===== config.mk =====
export PLATFORM = sky130hd
export DESIGN_NAME = ct_lsu_dcache_tagdirty_wr_arb
export DESIGN_NICKNAME = d
export VERILOG_FILES = /design/src/rtl/ct_lsu_dcache_tagdirty_wr_arb_pkg.sv /design/src/rtl/ct_lsu_dcache_arb_age.sv /design/src/rtl/ct_lsu_dcache_tagdirty_wr_arb.sv
export SDC_FILE = /design/constraint.sdc
export NUM_CORES = 1
export LEC_CHECK = 0
export ABC_AREA = 1
export ABC_CLOCK_PERIOD_IN_PS = 3590
export BUFFER_PORTS_ARGS = -buffer_cell sky130_fd_sc_hd__buf_2
export CAP_MARGIN = 20
export CORE_AREA = 2 2 125 127
export CTS_CLUSTER_DIAMETER = 40
export DETAILED_ROUTE_END_ITERATION = 7
export DIE_AREA = 0 0 127 129
export GPL_TIMING_DRIVEN = 0
export PLACE_DENSITY = 0.72
export SLEW_MARGIN = 20
export SYNTH_ARGS = -nofsm -noshare
export SYNTH_HDL_FRONTEND = slang
export SYNTH_SLANG_ARGS = --single-unit

===== constraint.sdc =====
create_clock -name forever_cpuclk -period 3.59 [get_ports forever_cpuclk]
set_input_delay 0.1795 -clock forever_cpuclk [delete_from_list [all_inputs] [get_ports forever_cpuclk]]
set_output_delay 0.1795 -clock forever_cpuclk [all_outputs]
set_load 0.02 [all_outputs]

===== src/rtl/ct_lsu_dcache_tagdirty_wr_arb_pkg.sv =====
// Shared LSU dcache array-arbiter definitions: requester encoding, array widths, write payload.
package ct_lsu_dcache_tagdirty_wr_arb_pkg;

  localparam int unsigned DC_TAG_W   = 26;
  localparam int unsigned DC_DIRTY_W = 7;
  localparam int unsigned IDX_W      = 9;
  localparam int unsigned DC_WAYS    = 2;
  localparam int unsigned TAG_DIN_W  = DC_WAYS * DC_TAG_W;
  localparam int unsigned REQ_SEL_W  = 2;

  localparam logic [REQ_SEL_W-1:0] SNQ = 2'd0;
  localparam logic [REQ_SEL_W-1:0] RB  = 2'd1;
  localparam logic [REQ_SEL_W-1:0] ICC = 2'd2;

  // Per-requester array write payload (index travels separately, its width is per-instance)
  typedef struct packed {
    logic [DC_WAYS-1:0]    tag_wen;
    logic [TAG_DIN_W-1:0]  tag_din;
    logic [DC_DIRTY_W-1:0] dirty_wen;
    logic [DC_DIRTY_W-1:0] dirty_din;
  } wr_pld_t;

endpackage


===== src/rtl/ct_lsu_dcache_arb_age.sv =====
// Saturating age counter for a low-priority requester; flags promotion once it has waited AGE_MAX slots.
module ct_lsu_dcache_arb_age #(
  parameter int unsigned AGE_MAX = 7
) (
  input  logic clk_i,
  input  logic rst_i,
  input  logic busy_i,
  input  logic req_i,
  input  logic grnt_i,
  output logic promote_o
);

  localparam int unsigned AGE_W = 3;

  logic [AGE_W-1:0] age_q;
  logic [AGE_W-1:0] age_d;
  logic             promote_q;
  logic             promote_d;

  // Count slots lost to higher-priority requesters; busy cycles are not lost slots
  always_comb begin
    age_d = age_q;
    if (grnt_i) begin
      age_d = '0;
    end else if (req_i && !busy_i && (age_q != AGE_W'(AGE_MAX))) begin
      age_d = age_q + AGE_W'(1);
    end
    promote_d = (age_d == AGE_W'(AGE_MAX));
  end

  // Counter and promotion flag registers
  always_ff @(posedge clk_i or posedge rst_i) begin
    if (rst_i) begin
      age_q     <= '0;
      promote_q <= 1'b0;
    end else begin
      age_q     <= age_d;
      promote_q <= promote_d;
    end
  end

  assign promote_o = promote_q;

endmodule


===== src/rtl/ct_lsu_dcache_tagdirty_wr_arb.sv =====
// Tag/dirty array write-port arbiter: snq > rb > icc with icc age promotion, one registered write slot.
module ct_lsu_dcache_tagdirty_wr_arb #(
  parameter int unsigned IDX_W   = 9,
  parameter int unsigned AGE_MAX = 7
) (
  input  logic             forever_cpuclk,
  input  logic             cpurst,
  input  logic             dcache_arb_busy,
  input  logic             snq_req,
  input  logic             rb_req,
  input  logic             icc_req,
  input  logic [IDX_W-1:0] snq_idx,
  input  logic [IDX_W-1:0] rb_idx,
  input  logic [IDX_W-1:0] icc_idx,
  input  logic [1:0]       snq_tag_wen,
  input  logic [1:0]       rb_tag_wen,
  input  logic [1:0]       icc_tag_wen,
  input  logic [51:0]      snq_tag_din,
  input  logic [51:0]      rb_tag_din,
  input  logic [51:0]      icc_tag_din,
  input  logic [6:0]       snq_dirty_wen,
  input  logic [6:0]       rb_dirty_wen,
  input  logic [6:0]       icc_dirty_wen,
  input  logic [6:0]       snq_dirty_din,
  input  logic [6:0]       rb_dirty_din,
  input  logic [6:0]       icc_dirty_din,
  output logic             snq_grnt,
  output logic             rb_grnt,
  output logic             icc_grnt,
  output logic             dcache_tag_gwen,
  output logic [1:0]       dcache_tag_wen,
  output logic [51:0]      dcache_tag_din,
  output logic             dcache_dirty_gwen,
  output logic [6:0]       dcache_dirty_wen,
  output logic [6:0]       dcache_dirty_din,
  output logic [IDX_W-1:0] dcache_idx,
  output logic             compare_dcwp_sw_inst
);

  import ct_lsu_dcache_tagdirty_wr_arb_pkg::*;

  wr_pld_t              snq_pld_c;
  wr_pld_t              rb_pld_c;
  wr_pld_t              icc_pld_c;
  wr_pld_t              win_pld_c;
  logic [IDX_W-1:0]     win_idx_c;
  logic [REQ_SEL_W-1:0] sel_c;
  logic                 grnt_c;
  logic                 icc_promote;

  logic                 tag_gwen_q;
  logic                 dirty_gwen_q;
  logic                 sw_inst_q;
  logic [IDX_W-1:0]     idx_q;
  wr_pld_t              pld_q;

  assign snq_pld_c = '{tag_wen: snq_tag_wen, tag_din: snq_tag_din,
                       dirty_wen: snq_dirty_wen, dirty_din: snq_dirty_din};
  assign rb_pld_c  = '{tag_wen: rb_tag_wen, tag_din: rb_tag_din,
                       dirty_wen: rb_dirty_wen, dirty_din: rb_dirty_din};
  assign icc_pld_c = '{tag_wen: icc_tag_wen, tag_din: icc_tag_din,
                       dirty_wen: icc_dirty_wen, dirty_din: icc_dirty_din};

  // icc starvation tracking
  ct_lsu_dcache_arb_age #(
    .AGE_MAX (AGE_MAX)
  ) u_age (
    .clk_i     (forever_cpuclk),
    .rst_i     (cpurst),
    .busy_i    (dcache_arb_busy),
    .req_i     (icc_req),
    .grnt_i    (icc_grnt),
    .promote_o (icc_promote)
  );

  // Pick one winner per free slot; a promoted icc jumps ahead of snq and rb
  always_comb begin
    sel_c  = SNQ;
    grnt_c = 1'b0;
    if (!cpurst && !dcache_arb_busy) begin
      if (icc_promote && icc_req) begin
        sel_c  = ICC;
        grnt_c = 1'b1;
      end else if (snq_req) begin
        sel_c  = SNQ;
        grnt_c = 1'b1;
      end else if (rb_req) begin
        sel_c  = RB;
        grnt_c = 1'b1;
      end else if (icc_req) begin
        sel_c  = ICC;
        grnt_c = 1'b1;
      end
    end
  end

  assign snq_grnt = grnt_c && (sel_c == SNQ);
  assign rb_grnt  = grnt_c && (sel_c == RB);
  assign icc_grnt = grnt_c && (sel_c == ICC);

  // Winner payload mux
  always_comb begin
    win_pld_c = snq_pld_c;
    win_idx_c = snq_idx;
    case (sel_c)
      RB: begin
        win_pld_c = rb_pld_c;
        win_idx_c = rb_idx;
      end
      ICC: begin
        win_pld_c = icc_pld_c;
        win_idx_c = icc_idx;
      end
      default: begin
        win_pld_c = snq_pld_c;
        win_idx_c = snq_idx;
      end
    endcase
  end

  // Write stage: strobes live for one cycle per grant, payload holds between grants
  always_ff @(posedge forever_cpuclk or posedge cpurst) begin
    if (cpurst) begin
      tag_gwen_q   <= 1'b0;
      dirty_gwen_q <= 1'b0;
      sw_inst_q    <= 1'b0;
      idx_q        <= '0;
      pld_q        <= '0;
    end else begin
      tag_gwen_q   <= grnt_c && (|win_pld_c.tag_wen);
      dirty_gwen_q <= grnt_c && (|win_pld_c.dirty_wen);
      sw_inst_q    <= icc_grnt;
      if (grnt_c) begin
        idx_q <= win_idx_c;
        pld_q <= win_pld_c;
      end
    end
  end

  assign dcache_tag_gwen      = tag_gwen_q;
  assign dcache_dirty_gwen    = dirty_gwen_q;
  assign compare_dcwp_sw_inst = sw_inst_q;
  assign dcache_idx           = idx_q;
  assign dcache_tag_wen       = pld_q.tag_wen;
  assign dcache_tag_din       = pld_q.tag_din;
  assign dcache_dirty_wen     = pld_q.dirty_wen;
  assign dcache_dirty_din     = pld_q.dirty_din;

endmodule


==> qor.csv, run 1 <==
stage;metric;value;unit
clock_network;cts_setup_buffers;0;
synthesis;syn_avg_cell_area;6.95;sq um
sta;maxSlewViolCount;0;
power;p_seq_frac;0.390;
cells_and_area;fill_cells;1573;
place;dp_hpwl;14100;um
floorplanning;ios;320;
detailed_routing;wire_per_inst;14.5;um
cells_and_area;nets;1299;
synthesis;ys_ff_latch;84;
cells_and_area;n_antenna_cell;0;
worst_setup_path;critical_path_class;in2out;
clock_network;clkTransAtPathRegs;0.06;ns
floorplanning;coreArea;15000;sq um
detailed_routing;dr.pass1.iters;6;
worst_hold_path;holdCritPathClass;in2reg;
place;gp_congestion;0.848;
worst_setup_path;crit_cells;15;
synthesis;synth_cells;725;
synthesis;synthArstFlopShare;1.00;
floorplanning;start_util;0.336;
cells_and_area;drive_gt1_frac;0.352;
worst_setup_path;reg2reg_depth;10;
worst_setup_path;cp-end-kind;primary output;
clock_network;htree_levels;3;
global_routing;grt_pass1_vias;5551;
worst_setup_path;cp_slowest_cell;dlygate4sd3_1;
cells_and_area;area_growth;43.0;%
run;max_cap_violations;0;
global_routing;grt_remaining_overflow;0;
worst_setup_path;cp.required;3.41;ns
clock_network;cts_buffer_depth;2;
worst_setup_path;critPathTopFamily;buffers and inverters;
sta;worstMarginPinSlew;0.747;ns
worst_setup_path;r2r_end;dcache_tag_din[33];
synthesis;yosysUniqueCellTypes;23;
worst_setup_path;cpMostUsedCell;buf_2;
clock_network;cts_buffers;9;
global_routing;antenna_found_initial;1;
global_routing;grt_pass1_wl;27800;um
floorplanning;die-area;16400;sq um
worst_setup_path;path_buf_inv;11;
worst_setup_path;start_kind;primary input;
synthesis;seq_area_frac_synth;0.417;
worst_setup_path;reg2reg_from;u_age.promote_o;
worst_setup_path;setup.worst_path.start;cpurst;
power;p_leak;4.39;nW
synthesis;synth_edf_count;0;
floorplanning;rows;45;
power;p_clk_frac;0.308;
sta;timing.final.crit_share;0.905;
floorplanning;fp.dieH;129;um
power;p_switching;1.01;mW
worst_setup_path;endpoint;rb_grnt;
synthesis;yosysWarningCount;0;
sta;fin_worst_skew;0.00646;ns
clock_network;insertion_delay;0.34;ns
clock_network;cts_tree;built;
worst_setup_path;max_stage_delay;0.54;ns
detailed_routing;ant_nets;0;
cells_and_area;post-route-util;0.481;
detailed_routing;drc;0;
sta;slew_headroom;0.502;
sta;fmax;0.308;GHz
power;p_int;2.02;mW
global_routing;grt_use_total;0.215;
worst_setup_path;worst-path-max-fanout;45;
clock_network;numClockSinks;84;
sta;finalCriticalPeriod;3.25;ns
power;p_sw_frac;0.334;
worst_setup_path;path_cells;dlygate4sd3_1, buf_2, inv_8, buf_16, nand2_1, inv_1, nand4_1, inv_1, ha_1, buf_2, buf_6, buf_2, inv_1, nor2_1, buf_2;
global_routing;grt_max_degree;46;
power;ir_drop;0.000200;V
detailed_routing;viasPerCell;4.69;
floorplanning;die_x;127;um
worst_setup_path;worstPathArrival;3.07;ns
synthesis;syn_area;5040;sq um
sta;rsz0062_at_grt;no;
detailed_routing;route.vias.total;5851;
power;power.share.combinational;0.302;
detailed_routing;drt_wl_total;18100;um
sta;finalSetupViolCount;0;
power;power_density;421;nW/um^2
place;portBuffers;319;
sta;hold_violations;0;
clock_network;root_buffer;clkbuf_16;
sta;hold_ws;0.126;ns
synthesis;synth_flop_cell;dfrtp_1;
detailed_routing;drt_iter0_drc;256;
run_status;status;completed;
synthesis;synth_fp_nets;967;
worst_setup_path;r2r_slack;1.48;ns
## power groups by stage
stage / Combinational, mW / Sequential (mW) / Clock [mW]
2_1_floorplan: 0.356 / 1.36 / 0
3_3_place_gp: 0.904 / 1.19 / 0
3_5_place_dp: 0.921 / 1.20 / 0
5_1_grt: 1.01 / 1.20 / 1.01
4_1_cts: 0.924 / 1.18 / 0.956
6_report: 0.915 / 1.18 / 0.935
## sequential cells by signal, indices dropped and copies added, names as in the netlist
register and count:
dcache_dirty_wen 7, dcache_dirty_gwen 1, dcache_tag_wen 2, u_age.promote_o 1, dcache_tag_din 52, dcache_idx 9, u_age.age_q 3, dcache_tag_gwen 1
dcache_dirty_din 7, compare_dcwp_sw_inst 1
## cells in the mapped netlist, types with 3 or more instances
master	instances	area, sq um
ha_1	5	62.6
nor2_1	9	33.8
a21oi_1	3	15.0
nand3_1	7	35.0
a22o_1	70	613
buf_2	24	120
or2_1	6	37.5
nand2_1	460	1730
inv_1	11	41.3
clkbuf_1	19	71.3
dfrtp_1	84	2100
o21ai_0	6	30.0
buf_4	6	45.0
inv_2	3	11.3
## what timing repair did
item / CTS / global route
hold buffers: 1 / 0
endpoints found under the setup margin: 0 / 2
resized for setup: 0 / 2
hold endpoints to repair: 40 / 0
## stage by stage
step / std cells / power, mW / cell area (sq um) / setup WS, ns / setup TNS (ns)
after global placement: 1232 / 2.09 / 6870 / -1.28 / -94.62
after detailed placement: 1233 / 2.12 / 6900 / 0.487 / 0
after floorplan: 725 / 1.72 / 5040 / 0.0280 / 0
after global routing: 1248 / 3.22 / 7210 / 0.0251 / 0
final: 1248 / 3.03 / 7210 / 0.343 / 0
after CTS: 1248 / 3.06 / 7200 / 0.0852 / 0
## cell type report
cell class / count / area (sq um) / area share
Buffer: 51 / 259 / 0.0359
Clock buffer: 12 / 256 / 0.0356
Clock inverter: 2 / 35.0 / 0.00486
Inverter: 16 / 67.6 / 0.00938
Multi-Input combinational cell: 574 / 2620 / 0.363
Sequential cell: 84 / 2100 / 0.292
Tap cell: 188 / 235 / 0.0326
Timing Repair Buffer: 321 / 1630 / 0.227
## placed cells by master, fill, tap and decap left out
cell type / Yosys / layout
nor3_2: 1 / 1
o21ai_4: 1 / 1
inv_2: 3 / 3
o21ai_1: 2 / 2
nand2_1: 460 / 460
o21ai_0: 6 / 6
a22o_1: 70 / 70
or2_2: 1 / 1
nand2_2: 1 / 1
o211ai_1: 1 / 1
a21oi_1: 3 / 3
inv_8: 0 / 1
clkinv_1: 2 / 2
nand3_1: 7 / 7
clkinv_2: 0 / 1
dfrtp_1: 84 / 84
buf_16: 0 / 1
ha_1: 5 / 5
or2_1: 6 / 6
bufinv_16: 0 / 1
buf_6: 2 / 2
buf_4: 6 / 6
clkbuf_8: 0 / 2
clkbuf_1: 19 / 20
clkbuf_16: 0 / 9
buf_2: 24 / 343
inv_1: 11 / 10
nor2_1: 9 / 9
dlygate4sd3_1: 0 / 1
nand4_1: 1 / 1
## worst min-delay path by stage
stage	start	to	slack [ns]	depth (start not counted)
2_1_floorplan	snq_tag_din[27]	dcache_tag_din[27]	0.37	4
6_report	snq_tag_din[17]	dcache_tag_din[17]	0.13	5
3_5_place_dp	cpurst	dcache_tag_din[5]	0.28	2
3_3_place_gp	dcache_tag_din[34]	dcache_tag_din[34]	0.46	2
5_1_grt	snq_tag_din[43]	dcache_tag_din[43]	0.14	5
4_1_cts	snq_tag_din[17]	dcache_tag_din[17]	0.11	5
## worst reg2reg max path, cell delays in order (launching register included)
cell and delay [ns]:
dfrtp_1 0.37, o211ai_1 0.27, ha_1 0.29, buf_4 0.19
inv_2 0.06, buf_2 0.29, buf_2 0.31, nand2_1 0.08
nand2_1 0.07, nand2_1 0.05, nand2_1 0.07
## cell families after synthesis
| logic type | share of synthesized area |
|---|---|
| fa+ha+maj | 0.0124 |
| flops | 0.417 |
| compound gates | 0.137 |
| simple gates | 0.370 |
| buf+inv | 0.0633 |
## metal layers
metal	GRT usage	vias up	part of all wire
met1	0.267	2640	0.42
met3	0.0491	25	0.071
li1	-	2951	-
met2	0.377	233	0.49
met4	0.0633	2	0.016
met5	0	-	0.00072
No activity file was read; power rests on OpenSTA's default activity.
==> inputs of run 2 (changes only) <==
--- a/config.mk
+++ b/config.mk
@@ -11,6 +11,7 @@
 export CAP_MARGIN = 20
 export CORE_AREA = 2 2 125 127
 export CTS_CLUSTER_DIAMETER = 40
+export CTS_CLUSTER_SIZE = 40
 export DETAILED_ROUTE_END_ITERATION = 7
 export DIE_AREA = 0 0 127 129
 export GPL_TIMING_DRIVEN = 0
==> constraint.sdc (replaced) <==
create_clock -name forever_cpuclk -period 3.59 [get_ports forever_cpuclk]
set_input_delay 0 -clock forever_cpuclk [delete_from_list [all_inputs] [get_ports forever_cpuclk]]
set_output_delay 0 -clock forever_cpuclk [all_outputs]
set_load 0.02 [all_outputs]
==> run 2 against run 1 <==
Die area unchanged. Critical path depth is the same. Sequential share of layout area down 2.6 points. Routed wire length is 9.7% higher. Final cell count grew 5.6%. Final area grew 9.7%. Global-route usage rose by 2.2 points. Flip-flop and latch count stayed put. Critical endpoint unchanged. Largest power group unchanged. Setup slack gained 0.19 ns. Largest cell class unchanged. First-iteration DRC count grew 27%. Highest routed layer is now met4. Clock power about the same.
==> qor.csv, run 2 (synthesized netlist as in run 1, its figures left out) <==
stage;metric;value;unit;change
sta;finalSetupViolCount;0;;unchanged
sta;timing.final.crit_share;0.850;;-0.0543
global_routing;antenna_found_initial;0;;-1
detailed_routing;drt_wl_total;19900;um;+9.7%
power;p_leak;4.68;nW;+6.6%
detailed_routing;ant_nets;0;;unchanged
cells_and_area;largest_reg_flops;52;;unchanged
detailed_routing;route.vias.total;6289;;+7.5%
run_status;status;completed;;
clock_network;root_buffer;clkbuf_16;;
run;max_cap_violations;0;;unchanged
detailed_routing;dr.pass1.iters;5;;-1
floorplanning;coreArea;15000;sq um;unchanged
clock_network;cts_tree;built;;
power;p_clk_frac;0.302;;-0.006
detailed_routing;viasPerCell;4.77;;+1.8%
floorplanning;ios;320;;unchanged
place;place_inst;1233;;unchanged
global_routing;grt_max_degree;46;;unchanged
sta;slew_headroom;0.499;;-0.00263
power;p_seq_frac;0.381;;-0.009
global_routing;grt_pass1_vias;6244;;+12%
global_routing;grtUsageMet3;0.0545;;+0.00541
clock_network;cts_buffers;9;;unchanged
cells_and_area;area_growth;56.9;%;
clock_network;ctsResizeCount;0;;unchanged
global_routing;busiest_layer;met2;;
power;power;3.10;mW;+2.3%
worst_setup_path;reg2reg_from;u_age.promote_o;;
clock_network;cts_buffer_depth;2;;unchanged
floorplanning;die_x;127;um;unchanged
sta;worstMarginPinSlew;0.751;ns;+0.00395 ns
cells_and_area;nets;1369;;+5.4%
power;p_sw_frac;0.333;;-0.000912
clock_network;cts_setup_buffers;0;;unchanged
cells_and_area;n_antenna_cell;0;;unchanged
worst_setup_path;r2r_end;dcache_tag_din[29];;
detailed_routing;drt_iter0_drc;324;;+27%
clock_network;htree_levels;3;;unchanged
cells_and_area;fill_cells;1479;;-6.0%
worst_setup_path;worst-path-max-fanout;45;;unchanged
clock_network;numClockSinks;84;;unchanged
global_routing;grt_pass1_wl;30700;um;+10%
clock_network;cts_hold_buf;71;;+70
worst_setup_path;cp-end-kind;primary output;;
sta;hold_violations;0;;unchanged
worst_setup_path;worstPathArrival;3.05;ns;-0.02 ns
sta;rsz0062_at_grt;no;;
floorplanning;die-area;16400;sq um;unchanged
place;dp_hpwl;14100;um;unchanged
clock_network;clkTransAtPathRegs;0.06;ns;about the same
worst_setup_path;critical_path_class;in2out;;
worst_hold_path;holdCritPathClass;in2reg;;
power;p_int;2.07;mW;+2.5%
sta;maxSlewViolCount;0;;unchanged
sta;finalCriticalPeriod;3.05;ns;-0.195 ns
worst_setup_path;reg2reg_depth;10;;unchanged
detailed_routing;wire_per_inst;15.1;um;+3.8%
clock_network;insertion_delay;0.34;ns;about the same
power;power_density;393;nW/um^2;-6.7%
floorplanning;start_util;0.336;;unchanged
place;portBuffers;319;;unchanged
worst_setup_path;cp.required;3.59;ns;+0.18 ns
worst_setup_path;start_kind;primary input;;
worst_setup_path;r2r_slack;1.48;ns;about the same
detailed_routing;drc;0;;unchanged
power;ir_drop;0.000223;V;+12%
power;power.share.combinational;0.317;;+0.015
cells_and_area;fin_cells;1318;;+5.6%
global_routing;grt_remaining_overflow;0;;unchanged
floorplanning;rows;45;;unchanged
global_routing;grt_use_total;0.237;;+0.0218
global_routing;use_met1;0.280;;+0.0136
worst_setup_path;endpoint;rb_grnt;;
floorplanning;fp.dieH;129;um;unchanged
sta;fin_worst_skew;0.00802;ns;+0.00155 ns
sta;fmax;0.328;GHz;+6.4%
global_routing;grtUsageMet2;0.417;;+0.0405
power;p_switching;1.03;mW;+2.0%
place;gp_congestion;0.848;;unchanged
cells_and_area;drive_gt1_frac;0.330;;-0.0218
worst_setup_path;setup.worst_path.start;cpurst;;
cells_and_area;layout_common_cells;nand2_1 (460), buf_2 (343), dfrtp_1 (84), dlygate4sd3_1 (71), a22o_1 (70);;
cells_and_area;final_common_cell;nand2_1;;
run 2: final cells by class:
| cell class | count | area (sq um) | area share |
|---|---|---|---|
| Multi-Input combinational cell | 574 | 2620 | 0.331 |
| Timing Repair Buffer | 391 | 2330 | 0.295 |
| Sequential cell | 84 | 2100 | 0.266 |
| Buffer | 51 | 259 | 0.0328 |
| Clock buffer | 12 | 256 | 0.0325 |
| Tap cell | 188 | 235 | 0.0298 |
| Inverter | 16 | 62.6 | 0.00792 |
| Clock inverter | 2 | 35.0 | 0.00443 |
run 2: how the worst min path moves through the flow:
stage               startpoint                 end  slack, ns  depth (start not counted)
3_5_place_dp            cpurst   dcache_tag_din[5]        0.1                          2
6_report        icc_tag_wen[1]   dcache_tag_wen[1]       0.04                          4
4_1_cts         icc_tag_wen[1]   dcache_tag_wen[1]       0.03                          4
5_1_grt         icc_tag_wen[1]     dcache_tag_gwen       0.04                          4
3_3_place_gp   snq_tag_din[46]  dcache_tag_din[46]       0.29                          5
2_1_floorplan  snq_tag_din[27]  dcache_tag_din[27]       0.19                          4
run 2: routing by layer:
layer  vias to the layer above  wire (um)
met5                         -          0
met4                         0        623
met3                        56       1510
met2                       282       9910
met1                      2857       7850
li1                       3094          -
run 2: through the flow:
stage	util	hold slack [ns]	instance area, sq um	setup WS, ns	setup TNS, ns
3_5_place_dp	0.461	0.0973	6900	0.667	0
5_1_grt	0.528	0.0425	7900	0.178	0
3_3_place_gp	0.459	0.290	6870	-1.11	-78.47
6_report	0.528	0.0416	7900	0.538	0
4_1_cts	0.528	0.0316	7900	0.444	0
2_1_floorplan	-	0.193	5040	0.207	0
run 2: critical path, cell delays in order:
cell	delay [ns]
dlygate4sd3_1	0.53
buf_2	0.13
inv_4	0.40
buf_16	0.30
nand2_1	0.08
inv_1	0.13
nand4_1	0.17
inv_1	0.09
ha_1	0.13
buf_2	0.24
buf_6	0.18
buf_2	0.26
inv_1	0.06
nor2_1	0.10
buf_2	0.18
run 2: power by group through the flow:
stage	sequential (mW)	combinational (mW)	clock, mW
floorplan	1.36	0.356	0
global placement	1.19	0.904	0
detailed placement	1.20	0.921	0
CTS	1.18	0.984	0.956
global route	1.20	1.08	1.00
finish	1.18	0.984	0.937
==> inputs of run 3 (changes only) <==
==> constraint.sdc (replaced) <==
create_clock -name forever_cpuclk -period 3.59 [get_ports forever_cpuclk]
set_input_delay 0 -clock forever_cpuclk [delete_from_list [all_inputs] [get_ports forever_cpuclk]]
set_output_delay 0 -clock forever_cpuclk [all_outputs]
set_load 0.1 [all_outputs]
==> run 3 against run 2 <==
Register-to-register slack got worse by 0.06 ns. Clock-buffer cell count shrank 1. Setup slack lost 0.028 ns. Combinational power rose by 86%. First-iteration DRC count down 4.6%. Core utilization rose by 0.10 points. Global-route usage shrank 0.48 points. Maximum frequency is 0.91% lower. Die area is the same. Sequential power barely moved. Final area rose by 0.19%. Hold slack worse by 0.020 ns.
==> qor.csv, run 3 (synthesized netlist as in run 1, its figures left out) <==
stage;metric;value;unit;change
run_status;status;completed;;
cells_and_area;layout_common_cells;nand2_1 (460), buf_2 (343), dfrtp_1 (84), a22o_1 (70), dlygate4sd3_1 (69);;
worst_setup_path;critical_path_class;in2out;;
sta;worstMarginPinSlew;0.778;ns;+0.0269 ns
detailed_routing;ant_nets;0;;unchanged
detailed_routing;drc;0;;unchanged
cells_and_area;n_antenna_cell;0;;unchanged
worst_setup_path;cp-end-kind;primary output;;
place;place_worst_setup_slack;0.658;ns;-0.00913 ns
floorplanning;start_util;0.336;;unchanged
global_routing;grt_use_total;0.232;;-0.00477
detailed_routing;drt_wl_total;19600;um;-1.5%
cells_and_area;largest_reg_flops;52;;unchanged
power;p_sw_frac;0.471;;+0.139
global_routing;grt_pass1_vias;5928;;-5.1%
clock_network;cts_buffers;9;;unchanged
worst_setup_path;cp.required;3.59;ns;about the same
worst_hold_path;min_from;snq_dirty_din[6];;
sta;timing.final.crit_share;0.858;;+0.00782
floorplanning;ios;320;;unchanged
worst_setup_path;worst-path-max-fanout;33;;-27%
clock_network;ctsResizeCount;0;;unchanged
cells_and_area;final_common_cell;nand2_1;;
cells_and_area;regArea;2100;sq um;unchanged
detailed_routing;wire_per_inst;14.8;um;-1.6%
worst_setup_path;r2r_slack;1.42;ns;-0.06 ns
worst_setup_path;worstPathArrival;3.08;ns;+0.03 ns
global_routing;grt_max_degree;34;;-26%
detailed_routing;route.vias.total;6258;;-0.49%
cells_and_area;drive_gt1_frac;0.332;;+0.00148
worst_setup_path;r2r_end;dcache_tag_gwen;;
global_routing;grt_pass1_wl;29700;um;-3.2%
sta;fin_worst_skew;0.00829;ns;+0.000270 ns
sta;finalSetupViolCount;0;;unchanged
power;power_density;503;nW/um^2;+28%
floorplanning;coreArea;15000;sq um;unchanged
floorplanning;die_x;127;um;unchanged
worst_setup_path;endpoint;rb_grnt;;
power;p_seq_frac;0.297;;-0.084
sta;slew_headroom;0.481;;-0.0179
worst_setup_path;setup.worst_path.start;cpurst;;
sta;finalCriticalPeriod;3.08;ns;+0.0281 ns
power;power.share.combinational;0.459;;+0.142
sta;fmax;0.325;GHz;-0.91%
power;p_int;2.11;mW;+1.7%
cells_and_area;multi_input_area;2620;sq um;unchanged
power;ir_drop;0.000282;V;+26%
cells_and_area;fill_cells;1505;;+1.8%
floorplanning;rows;45;;unchanged
clock_network;root_buffer;clkbuf_16;;
clock_network;htree_levels;3;;unchanged
sta;hold_violations;0;;unchanged
worst_hold_path;holdCritPathClass;in2reg;;
power;p_leak;4.67;nW;-0.20%
global_routing;grt_remaining_overflow;0;;unchanged
cells_and_area;area_growth;57.2;%;
detailed_routing;drt_iter0_drc;309;;-4.6%
detailed_routing;viasPerCell;4.74;;-0.57%
clock_network;cts_tree;built;;
global_routing;antenna_found_initial;0;;unchanged
cells_and_area;nets;1369;;unchanged
cells_and_area;post-route-util;0.529;;+0.00100
clock_network;numClockSinks;84;;unchanged
worst_setup_path;reg2reg_from;u_age.promote_o;;
sta;maxSlewViolCount;0;;unchanged
floorplanning;die-area;16400;sq um;unchanged
sta;rsz0062_at_grt;no;;
detailed_routing;dr.pass1.iters;5;;unchanged
worst_setup_path;start_kind;primary input;;
worst_setup_path;reg2reg_depth;9;;-1
place;portBuffers;319;;unchanged
place;dp_hpwl;14200;um;+0.94%
clock_network;clkTransAtPathRegs;0.06;ns;about the same
power;p_clk_frac;0.245;;-0.057
sta;fin_ws;0.510;ns;-0.0281 ns
clock_network;insertion_delay;0.34;ns;about the same
run;max_cap_violations;0;;unchanged
power;p_switching;1.88;mW;+82%
place;gp_congestion;0.827;;-2.5%
floorplanning;fp.dieH;129;um;unchanged
clock_network;cts_buffer_depth;2;;unchanged
-- run 3: through the flow --
stage / hold slack (ns) / power (mW) / TNS [ns] / std cells / instance area [sq um]
after global placement: 0.289 / 2.94 / -12.65 / 1232 / 6870
after CTS: 0.00382 / 4.01 / 0 / 1318 / 7910
after detailed placement: 0.0968 / 2.96 / 0 / 1234 / 6910
after floorplan: 0.193 / 2.54 / 0 / 725 / 5040
final: 0.0218 / 3.98 / 0 / 1319 / 7920
after global routing: 0.0231 / 4.18 / 0 / 1319 / 7920
-- run 3: worst max-delay path, stage by stage --
cell	delay [ns]
dlygate4sd3_1	0.53
buf_2	0.15
clkinvlp_4	0.31
buf_12	0.30
nand2_1	0.08
inv_1	0.08
o211ai_1	0.15
ha_1	0.20
buf_2	0.23
buf_6	0.17
buf_2	0.25
inv_1	0.07
nor2_1	0.09
buf_2	0.44
-- run 3: layer usage --
layer  share of wire  global-route usage  vias to the layer above
met5               0                   0                        -
li1                -                   -                     3096
met3           0.061              0.0449                       33
met1            0.41               0.279                     2879
met4           0.021              0.0892                        0
met2            0.51               0.413                      250
-- run 3: power by group through the flow --
stage               Clock [mW]  Sequential, mW  Combinational [mW]
floorplan                    0            2.18               0.364
global placement             0            1.19                1.75
detailed placement           0            1.19                1.77
CTS                       1.00            1.18                1.83
global route              1.05            1.20                1.93
finish                   0.974            1.18                1.83
-- run 3: worst min path at each step --
stage,to,depth (start not counted)
finish,dcache_dirty_din[6],5
global route,dcache_dirty_din[6],5
CTS,dcache_dirty_din[6],5
detailed placement,dcache_tag_din[2],2
global placement,dcache_tag_din[34],5
floorplan,dcache_tag_din[27],4
-- run 3: cell type report --
cell class,count,area share
tap,188,0.0297
buffer,51,0.0327
timing repair buffer,390,0.294
multi-input combinational,574,0.330
timing repair inverter,1,0.000632
sequential,84,0.266
clock inverter,4,0.00948
clock buffer,11,0.0294
inverter,16,0.00806
-- run 3: timing repair --
action / in CTS / in global routing
buffers inserted: 0 / 0
endpoints found under the hold margin: 89 / 0
endpoints found under the setup margin: 0 / 2
hold buffers: 69 / 0
